File: src/rtl/whack_pkg.sv
// Shared constants for the whack-a-mole timing blocks.
// Also holds the load-validation rule used by the tick divider.
package whack_pkg;

    localparam int CLK_HZ    = 100_000_000;
    localparam int DIV_1HZ   = 100_000_000;
    localparam int DIV_1KHZ  = 100_000;
    localparam int DEF_CNT_W = 27;

    // A divisor write is refused when it is zero or aims at a channel that does not exist.
    function automatic logic load_rejected(input logic div_is_zero,
                                           input logic [2:0] ch,
                                           input int num_ch);
        return div_is_zero || (int'(ch) >= num_ch);
    endfunction

endpackage

File: src/rtl/tick_channel.sv
// One tick channel: a free-running counter producing a one-cycle tick every `div` cycles,
// a square wave toggling on each tick, and a pending divisor applied only at safe points.
module tick_channel
    import whack_pkg::*;
#(
    parameter int               CNT_W   = DEF_CNT_W,
    parameter logic [CNT_W-1:0] DIV_RST = CNT_W'(1)
) (
    input  logic             clock,
    input  logic             reset,
    input  logic             enable,
    input  logic             sync,
    input  logic             load,
    input  logic [CNT_W-1:0] load_div,
    output logic             tick,
    output logic             square
);

    localparam logic [CNT_W-1:0] ONE = CNT_W'(1);

    logic [CNT_W-1:0] r_count;
    logic [CNT_W-1:0] r_div;
    logic [CNT_W-1:0] r_pend_div;
    logic             r_pend_v;
    logic             r_tick;
    logic             r_square;

    logic             w_terminal;
    logic [CNT_W-1:0] w_sync_div;

    // '>=' rather than '==' keeps the counter bounded if a smaller divisor lands while disabled.
    always_comb begin
        w_terminal = (r_count >= (r_div - ONE));
        w_sync_div = r_div;
        if (load) begin
            w_sync_div = load_div;
        end else if (r_pend_v) begin
            w_sync_div = r_pend_div;
        end else begin
            w_sync_div = r_div;
        end
    end

    // Counter, divisor, pending reload, tick and square state.
    always_ff @(posedge clock) begin
        if (reset) begin
            r_count    <= '0;
            r_div      <= DIV_RST;
            r_pend_div <= '0;
            r_pend_v   <= 1'b0;
            r_tick     <= 1'b0;
            r_square   <= 1'b0;
        end else if (sync) begin
            r_count  <= '0;
            r_tick   <= 1'b0;
            r_div    <= w_sync_div;
            r_pend_v <= 1'b0;
        end else begin
            if (enable && !w_terminal) begin
                r_count <= r_count + ONE;
                r_tick  <= 1'b0;
            end else if (enable) begin
                r_count  <= '0;
                r_tick   <= 1'b1;
                r_square <= ~r_square;
                if (r_pend_v) begin
                    r_div    <= r_pend_div;
                    r_pend_v <= 1'b0;
                end
            end else begin
                r_tick <= 1'b0;
                if (r_pend_v) begin
                    r_div    <= r_pend_div;
                    r_pend_v <= 1'b0;
                end
            end
            // A load on the same edge as an apply becomes the next pending value.
            if (load) begin
                r_pend_div <= load_div;
                r_pend_v   <= 1'b1;
            end
        end
    end

    assign tick   = r_tick;
    assign square = r_square;

endmodule

File: src/rtl/multi_tick_divider.sv
// Multi-channel tick generator: decodes divisor writes, flags rejected writes,
// and fans the shared sync out to NUM_CH independent tick_channel instances.
module multi_tick_divider
    import whack_pkg::*;
#(
    parameter int                      NUM_CH   = 3,
    parameter int                      CNT_W    = DEF_CNT_W,
    parameter logic [NUM_CH*CNT_W-1:0] DIV_INIT = {27'd100_000_000, 27'd100_000, 27'd25_000_000}
) (
    input  logic              clock,
    input  logic              reset,
    input  logic [NUM_CH-1:0] enable,
    input  logic              sync,
    input  logic              load,
    input  logic [2:0]        load_ch,
    input  logic [CNT_W-1:0]  load_div,
    output logic [NUM_CH-1:0] tick,
    output logic [NUM_CH-1:0] square,
    output logic              load_err
);

    logic              r_load_err;
    logic              w_load_bad;
    logic              w_load_ok;
    logic [NUM_CH-1:0] w_ch_load;

    always_comb begin
        w_load_bad = load && load_rejected(load_div == '0, load_ch, NUM_CH);
        w_load_ok  = load && !w_load_bad;
    end

    // Rejected-write flag, one cycle after the offending load.
    always_ff @(posedge clock) begin
        if (reset) begin
            r_load_err <= 1'b0;
        end else begin
            r_load_err <= w_load_bad;
        end
    end

    assign load_err = r_load_err;

    for (genvar g = 0; g < NUM_CH; g++) begin : g_ch
        assign w_ch_load[g] = w_load_ok && (load_ch == 3'(g));

        tick_channel #(
            .CNT_W   (CNT_W),
            .DIV_RST (DIV_INIT[g*CNT_W +: CNT_W])
        ) u_ch (
            .clock    (clock),
            .reset    (reset),
            .enable   (enable[g]),
            .sync     (sync),
            .load     (w_ch_load[g]),
            .load_div (load_div),
            .tick     (tick[g]),
            .square   (square[g])
        );
    end

endmodule

File: config.mk
export PLATFORM = sky130hd
export DESIGN_NAME = multi_tick_divider
export DESIGN_NICKNAME = d
export VERILOG_FILES = /design/src/rtl/whack_pkg.sv /design/src/rtl/tick_channel.sv /design/src/rtl/multi_tick_divider.sv
export SDC_FILE = /design/constraint.sdc
export NUM_CORES = 1
export LEC_CHECK = 0
export CAP_MARGIN = 20
export CORE_MARGIN = 2
export CORE_UTILIZATION = 50
export CTS_CLUSTER_DIAMETER = 200
export CTS_CLUSTER_SIZE = 14
export DETAILED_ROUTE_END_ITERATION = 16
export GPL_TIMING_DRIVEN = 1
export PLACE_DENSITY = 0.72
export SLEW_MARGIN = 20
export SYNTH_ARGS = -nofsm -noshare
export SYNTH_HDL_FRONTEND = slang
export SYNTH_SLANG_ARGS = --single-unit
File: constraint.sdc
create_clock -name clock -period 9.3 [get_ports clock]
set_clock_uncertainty 0.2 [all_clocks]
set_input_delay 2.79 -clock clock [delete_from_list [all_inputs] [get_ports clock]]
set_output_delay 2.79 -clock clock [all_outputs]
set_load 0.01 [all_outputs]
Yosys cells after proc, flatten, opt, wreduce, memory -nomap -nowiden
Cells that the tools add are included.

Bits in registers: 253. Input bits: 37. Output and inout bits: 7. Word-level logic and storage cells: 99.

Add/sub/neg operators: 6. Order comparisons: 4. Eq/ne operators: 8. Mux-type cells: 27. Bitwise operators: 7. Reductions and logical operators: 28.

Operator list (count): $mux W27 (18); $add A27 B1 Y27 const B (3); $ge A27 B27 Y1 (3); $sub A27 B1 Y27 const B (3); $logic_not A27 Y1 (1); $mux W1 (9); $reduce_and A3 Y1 (3); $reduce_or A3 Y1 (3); $logic_and A1 B1 Y1 (8); $not A1 Y1 (7); $ne A2 B1 Y1 const B (3); $ne A2 B2 Y1 const B (3); $reduce_and A2 Y1 (3); $reduce_bool A2 Y1 (3); $logic_not A1 Y1 (4); $eq A3 B1 Y1 const B (1); $eq A3 B2 Y1 const B (1); $ge A3 B2 Y1 const B (1); $logic_not A3 Y1 (1); $reduce_or A2 Y1 (1); $logic_or A1 B1 Y1 (1).

Logic depth before layout (Yosys ltp)
Word-level depth: 8. Depth in mapped cells: 19. Mapped depth without buffers: 16.

Hierarchy
A second synthesis with hierarchy kept.

Cell total of the unflattened synthesis: 1876. Area total of the unflattened synthesis: 15010.6 µm².

Modules (own cells, without submodules): tick_channel at g_ch[1].u_ch (times used 1, cells an instance 621, area each 4972.3 µm², seq. area each 1681.6 µm²); tick_channel at g_ch[0].u_ch (times used 1, cells an instance 622, area each 4964.8 µm², seq. area each 1681.6 µm²); tick_channel at g_ch[2].u_ch (times used 1, cells an instance 613, area each 4908.5 µm², seq. area each 1681.6 µm²); multi_tick_divider (times used 1, cells an instance 20, area each 165.2 µm², seq. area each 20.0 µm²).

Worst setup path before layout
OpenSTA, ideal clock, no wires.

Kind: input -> register. Start point: input load_div[3]. End point: register g_ch[1].u_ch.r_div[23]. Library setup time: 139 ps. Arrival time: 4612 ps. Data required time: 8961 ps. Path slack: 4349 ps. Stages: 9. Path buffers: 2. Path through: nor4_1 -> nand4_1 -> o21ai_1 -> or4b_2 -> buf_2 -> inv_1 -> o21ai_1 -> clkbuf_1 -> a221oi_1.

Longest elaborated chain between the ends: 8.

RTL lines: from (decl) (line multi_tick_divider.sv:16) `input logic [CNT_W-1:0] load_div,`; $logic_not A27 Y1 (line multi_tick_divider.sv:28) `w_load_bad = load && load_rejected(load_div == '0, load_ch, NUM_CH);`; $logic_or A1 B1 Y1 (line whack_pkg.sv:14) `return div_is_zero || (int'(ch) >= num_ch);`; $logic_and A1 B1 Y1 (line multi_tick_divider.sv:28); $logic_not A1 Y1 (line multi_tick_divider.sv:29) `w_load_ok = load && !w_load_bad;`; $logic_and A1 B1 Y1 (line multi_tick_divider.sv:29); $logic_and A1 B1 Y1 (line multi_tick_divider.sv:44) `assign w_ch_load[g] = w_load_ok && (load_ch == 3'(g));`; $mux W27 (line tick_channel.sv:35) `if (load) begin`; $mux W27 (line tick_channel.sv:53) `end else if (sync) begin`; to (signal assigned) (line tick_channel.sv:56) `r_div <= w_sync_div;`; to (signal assigned) (line tick_channel.sv:67) `r_div <= r_pend_div;`; to (signal assigned) (line tick_channel.sv:73) `r_div <= r_pend_div;`; to (decl) (line tick_channel.sv:22) `logic [CNT_W-1:0] r_div;`.

Every way passes these cells. A chain may end at the register's enable or synchronous reset.

Worst setup path in the final report
Start point: input load_div[12]. End point: register g_ch[0].u_ch.r_div[20].

Longest elaborated chain between the ends: 8.

RTL lines (line): $logic_not A27 Y1 (multi_tick_divider.sv:28); $logic_or A1 B1 Y1 (whack_pkg.sv:14); $logic_and A1 B1 Y1 (multi_tick_divider.sv:28); $logic_not A1 Y1 (multi_tick_divider.sv:29); $logic_and A1 B1 Y1 (multi_tick_divider.sv:29); $logic_and A1 B1 Y1 (multi_tick_divider.sv:44); $mux W27 (tick_channel.sv:35); $mux W27 (tick_channel.sv:53); to (signal assigned) (tick_channel.sv:56); to (signal assigned) (tick_channel.sv:67); to (signal assigned) (tick_channel.sv:73); to (decl) (tick_channel.sv:22).

Every way passes these cells.

==> results.md <==
- Max Cap Viol: 0
- Clock buffer depth: 3
- Vias per cell: around 6.0
- Max_slew headroom: 26.4%
- Initial antenna violation count: 0
- Syn. warnings: 0
- CTS Buf Count: 22
- Largest net degree at the start of global routing: 77
- Post-synth EDFFs: 0
- Reg2Reg Launch Point: g_ch[0].u_ch.r_div[2]$_SDFFE_PP0P_
- Tot Pwr: roughly 2.2 mW
- Die ar.: between 20000 and 30000 um^2
- Final-layout fill cell count: between 2000 and 3000
- Internal power: around 1.6 mW
- Fin. Hold Viols: 0
- Final Max Slew Viols: 0
- Routed wire length: approximately 37 mm
- Vias: around 13000
- CTS tree: built
- Asr flop ratio synth: 0%
- Clock power frac: 38.4%
- R2r setup slk: approximately 4 ns
- Setup violators final: 0
- Final Cycle Share: a little under three quarters
- Cell Area, Synth: between 10000 and 15000 um^2
- Psw: ~0.56 mW
- Minimum clock period: 6.62 ns
- Combinational power share: a little under a tenth
- Clk sinks: 253
- CP Capture Type: register
- Remaining global-route overflow: 0
- PD cells: 142 nW/um^2
- N_diodes: 0
- HP Class: reg2reg
- Residual DRC: 0
- Reg power frac: a little over half
- Outcome: complete, no violations
- Layout area overhead: 8.75%
- Root buffer cell: clkbuf_16
- Largest fanout on the critical path: 29
- Nets: 1831
- Ratio of cells with drive above 1 in the final layout: 3.86%
- Syn_area_per_cell: about 8.1 um^2
- Clock Latency Late Sink: approximately 0.54 ns
- Die width: between 150 and 200 um
- Clock transition at the registers of the reported paths: ~0.060 ns
- Count of cell types in the netlist: 59
- Number of setup buffers added after CTS: 0
- Starting Density: 50.7%
- RSZ-0062 raised after global routing: false
- Final HPWL DP: 26.1 mm
- Routability cong.: ~0.9
- First-pass GRT wire length: ~59 mm
- Cell count after synthesis: between 1500 and 2000
- Die height: 172 um
- Setup CP Type: in2reg
- WP data arrival: around 6.8 ns
- Sequential share of the synthesized area: approximately 36%
- Top FF cell, synth: dfxtp_1
- GRT Util Overall: between 20 and 25%
- DR WL/cell: 17.7 um
- Hold_buf cts: 0
- Initial DRC Count: approximately 1200
- Startpoint Class: input pin
- DR pass1 iterations: 6
- Net Sw Frac: roughly a quarter
- Num ports: 44
- Port bufs: 43
- Worst Path Required: 9.47 ns
- Flops & latches, synth: roughly 250
- Hold Path End: g_ch[1].u_ch.r_pend_div[3]$_SDFFE_PP0P_
- Post-route antenna net violation count: 0
- Hold Path Stages: 2
- Worst-margin pin slew: around 1.1 ns
- Peak VDD IR: 0.140 mV
- Setup TNS Final: 0 ns
- Worst R2R Path Depth: 14
- Cell row count: just over 60
- Floorplan core area: between 20000 and 30000 um^2
- Vias in the first global route: between 10000 and 15000
- Htree depth: 1
- Post-Syn Nets: 1853
- Hold_sp: g_ch[1].u_ch.r_pend_div[3]$_SDFFE_PP0P_
- FMAX: 151 MHz
- Post_cts resized: 0
- Worst r2r dst: g_ch[0].u_ch.r_div[20]$_SDFFE_PP1P_
- Leakage power: around 5.6 nW
power by group through the flow:
stage                     logic (mW)  clock network (mW)  registers (mW)
after floorplan                0.138                   0            1.14
after global routing           0.231               0.888            1.13
after detailed placement       0.206                   0            1.15
final                          0.209               0.834            1.13
after global placement         0.200                   0            1.15
after CTS                      0.207               0.848            1.13
cell families (layout without fill, tap and decap cells):
kind of cell    count (synthesis)  after routing  synth area share (%)
compound gates                436            436                  19.7
xor+xnor                       87             87                  5.42
fa+ha+maj                      87             87                  7.75
buf+inv                       160            139                  4.48
flops                         253            253                  36.0
mux                            59             59                  4.23
simple gates                  647            647                  22.4
through the flow:
stage | worst slack (ns) | hold slack (ns) | cells | instance area [um^2] | util (%)
CTS | 2.84 | 0.252 | 2086 | 15300 | 55.1
floorplan | 4.35 | 0.231 | 1729 | 14100 | -
detailed placement | 2.30 | 0.242 | 2061 | 14700 | 53.0
finish | 2.68 | 0.250 | 2086 | 15300 | 55.2
global route | 2.51 | 0.269 | 2086 | 15300 | 55.2
global placement | 2.34 | 0.236 | 2061 | 14700 | 53.0
Yosys cell counts, types with 37 or more instances:
cell / instances / area [um^2]
a21oi_1: 142 / 711
a221oi_1: 37 / 324
clkbuf_1: 86 / 323
dfxtp_1: 253 / 5060
ha_1: 87 / 1090
inv_1: 57 / 214
mux2i_1: 56 / 561
nand2_1: 257 / 965
nand3_1: 59 / 295
nor2_1: 115 / 432
o21ai_0: 82 / 410
xnor2_1: 64 / 561
area by class of cell:
| cell class | instances | area [um^2] | share of cell area [%] |
|---|---|---|---|
| Clock inverter | 2 | 32.5 | 0.213 |
| Inverter | 57 | 214 | 1.40 |
| Clock buffer | 23 | 554 | 3.63 |
| Multi-Input combinational cell | 1316 | 8410 | 55.0 |
| Sequential cell | 253 | 5060 | 33.1 |
| Tap cell | 378 | 473 | 3.09 |
| Timing Repair Buffer | 57 | 533 | 3.49 |
cell usage in the layout, fill, tap and decap left out, types with 14 or more instances in the layout:
cell             instances
nand4_1                 22
o22ai_1                 28
a221oi_1                37
clkbuf_16               22
dfxtp_1                253
nand3b_1                30
buf_4                   15
o211ai_1                14
inv_1                   57
mux2i_1                 56
xor2_1                  23
clkdlybuf4s50_1         42
a31oi_1                 33
o21ai_0                 82
nand3_1                 58
a22o_1                  18
nand2_1                257
nor2_1                 115
a21oi_1                142
xnor2_1                 64
nand2b_1                20
ha_1                    87
a21o_1                  14
nor4_1                  23
a211o_1                 16
nor3_1                  32
registers in the layout (all words and copies together) (netlist names):
register              flops
g_ch.u_ch.r_pend_div     81
g_ch.u_ch.r_div          81
g_ch.u_ch.tick            3
g_ch.u_ch.r_count        81
load_err                  1
g_ch.u_ch.square          3
g_ch.u_ch.r_pend_v        3
worst max-delay path by stage:
stage          slack (ns)         start                                  end
6_report             2.68  load_div[12]  g_ch[0].u_ch.r_div[20]$_SDFFE_PP1P_
5_1_grt              2.51  load_div[12]  g_ch[0].u_ch.r_div[20]$_SDFFE_PP1P_
4_1_cts              2.84  load_div[12]  g_ch[0].u_ch.r_div[20]$_SDFFE_PP1P_
3_5_place_dp         2.30  load_div[12]  g_ch[0].u_ch.r_div[20]$_SDFFE_PP1P_
3_3_place_gp         2.34  load_div[12]  g_ch[0].u_ch.r_div[22]$_SDFFE_PP1P_
2_1_floorplan        4.35   load_div[3]  g_ch[1].u_ch.r_div[23]$_SDFFE_PP0P_
worst max-delay path: stages:
cell and delay (ns):
clkdlybuf4s50_1 0.57, nor4_1 0.50, nand4_1 0.22, o21ai_1 0.41
or4_1 0.88, a32o_1 0.69, nand2_1 0.47, a2bb2oi_1 0.25
per-layer routing:
layer	track usage, %	wire length [um]	share of wire [%]
met2	40.1	16800	45
met1	34.2	16600	45
met5	0	0	0
met3	3.91	2460	6.7
met4	7.74	1120	3.0
Note: power is estimated with default switching activity, not from simulation.
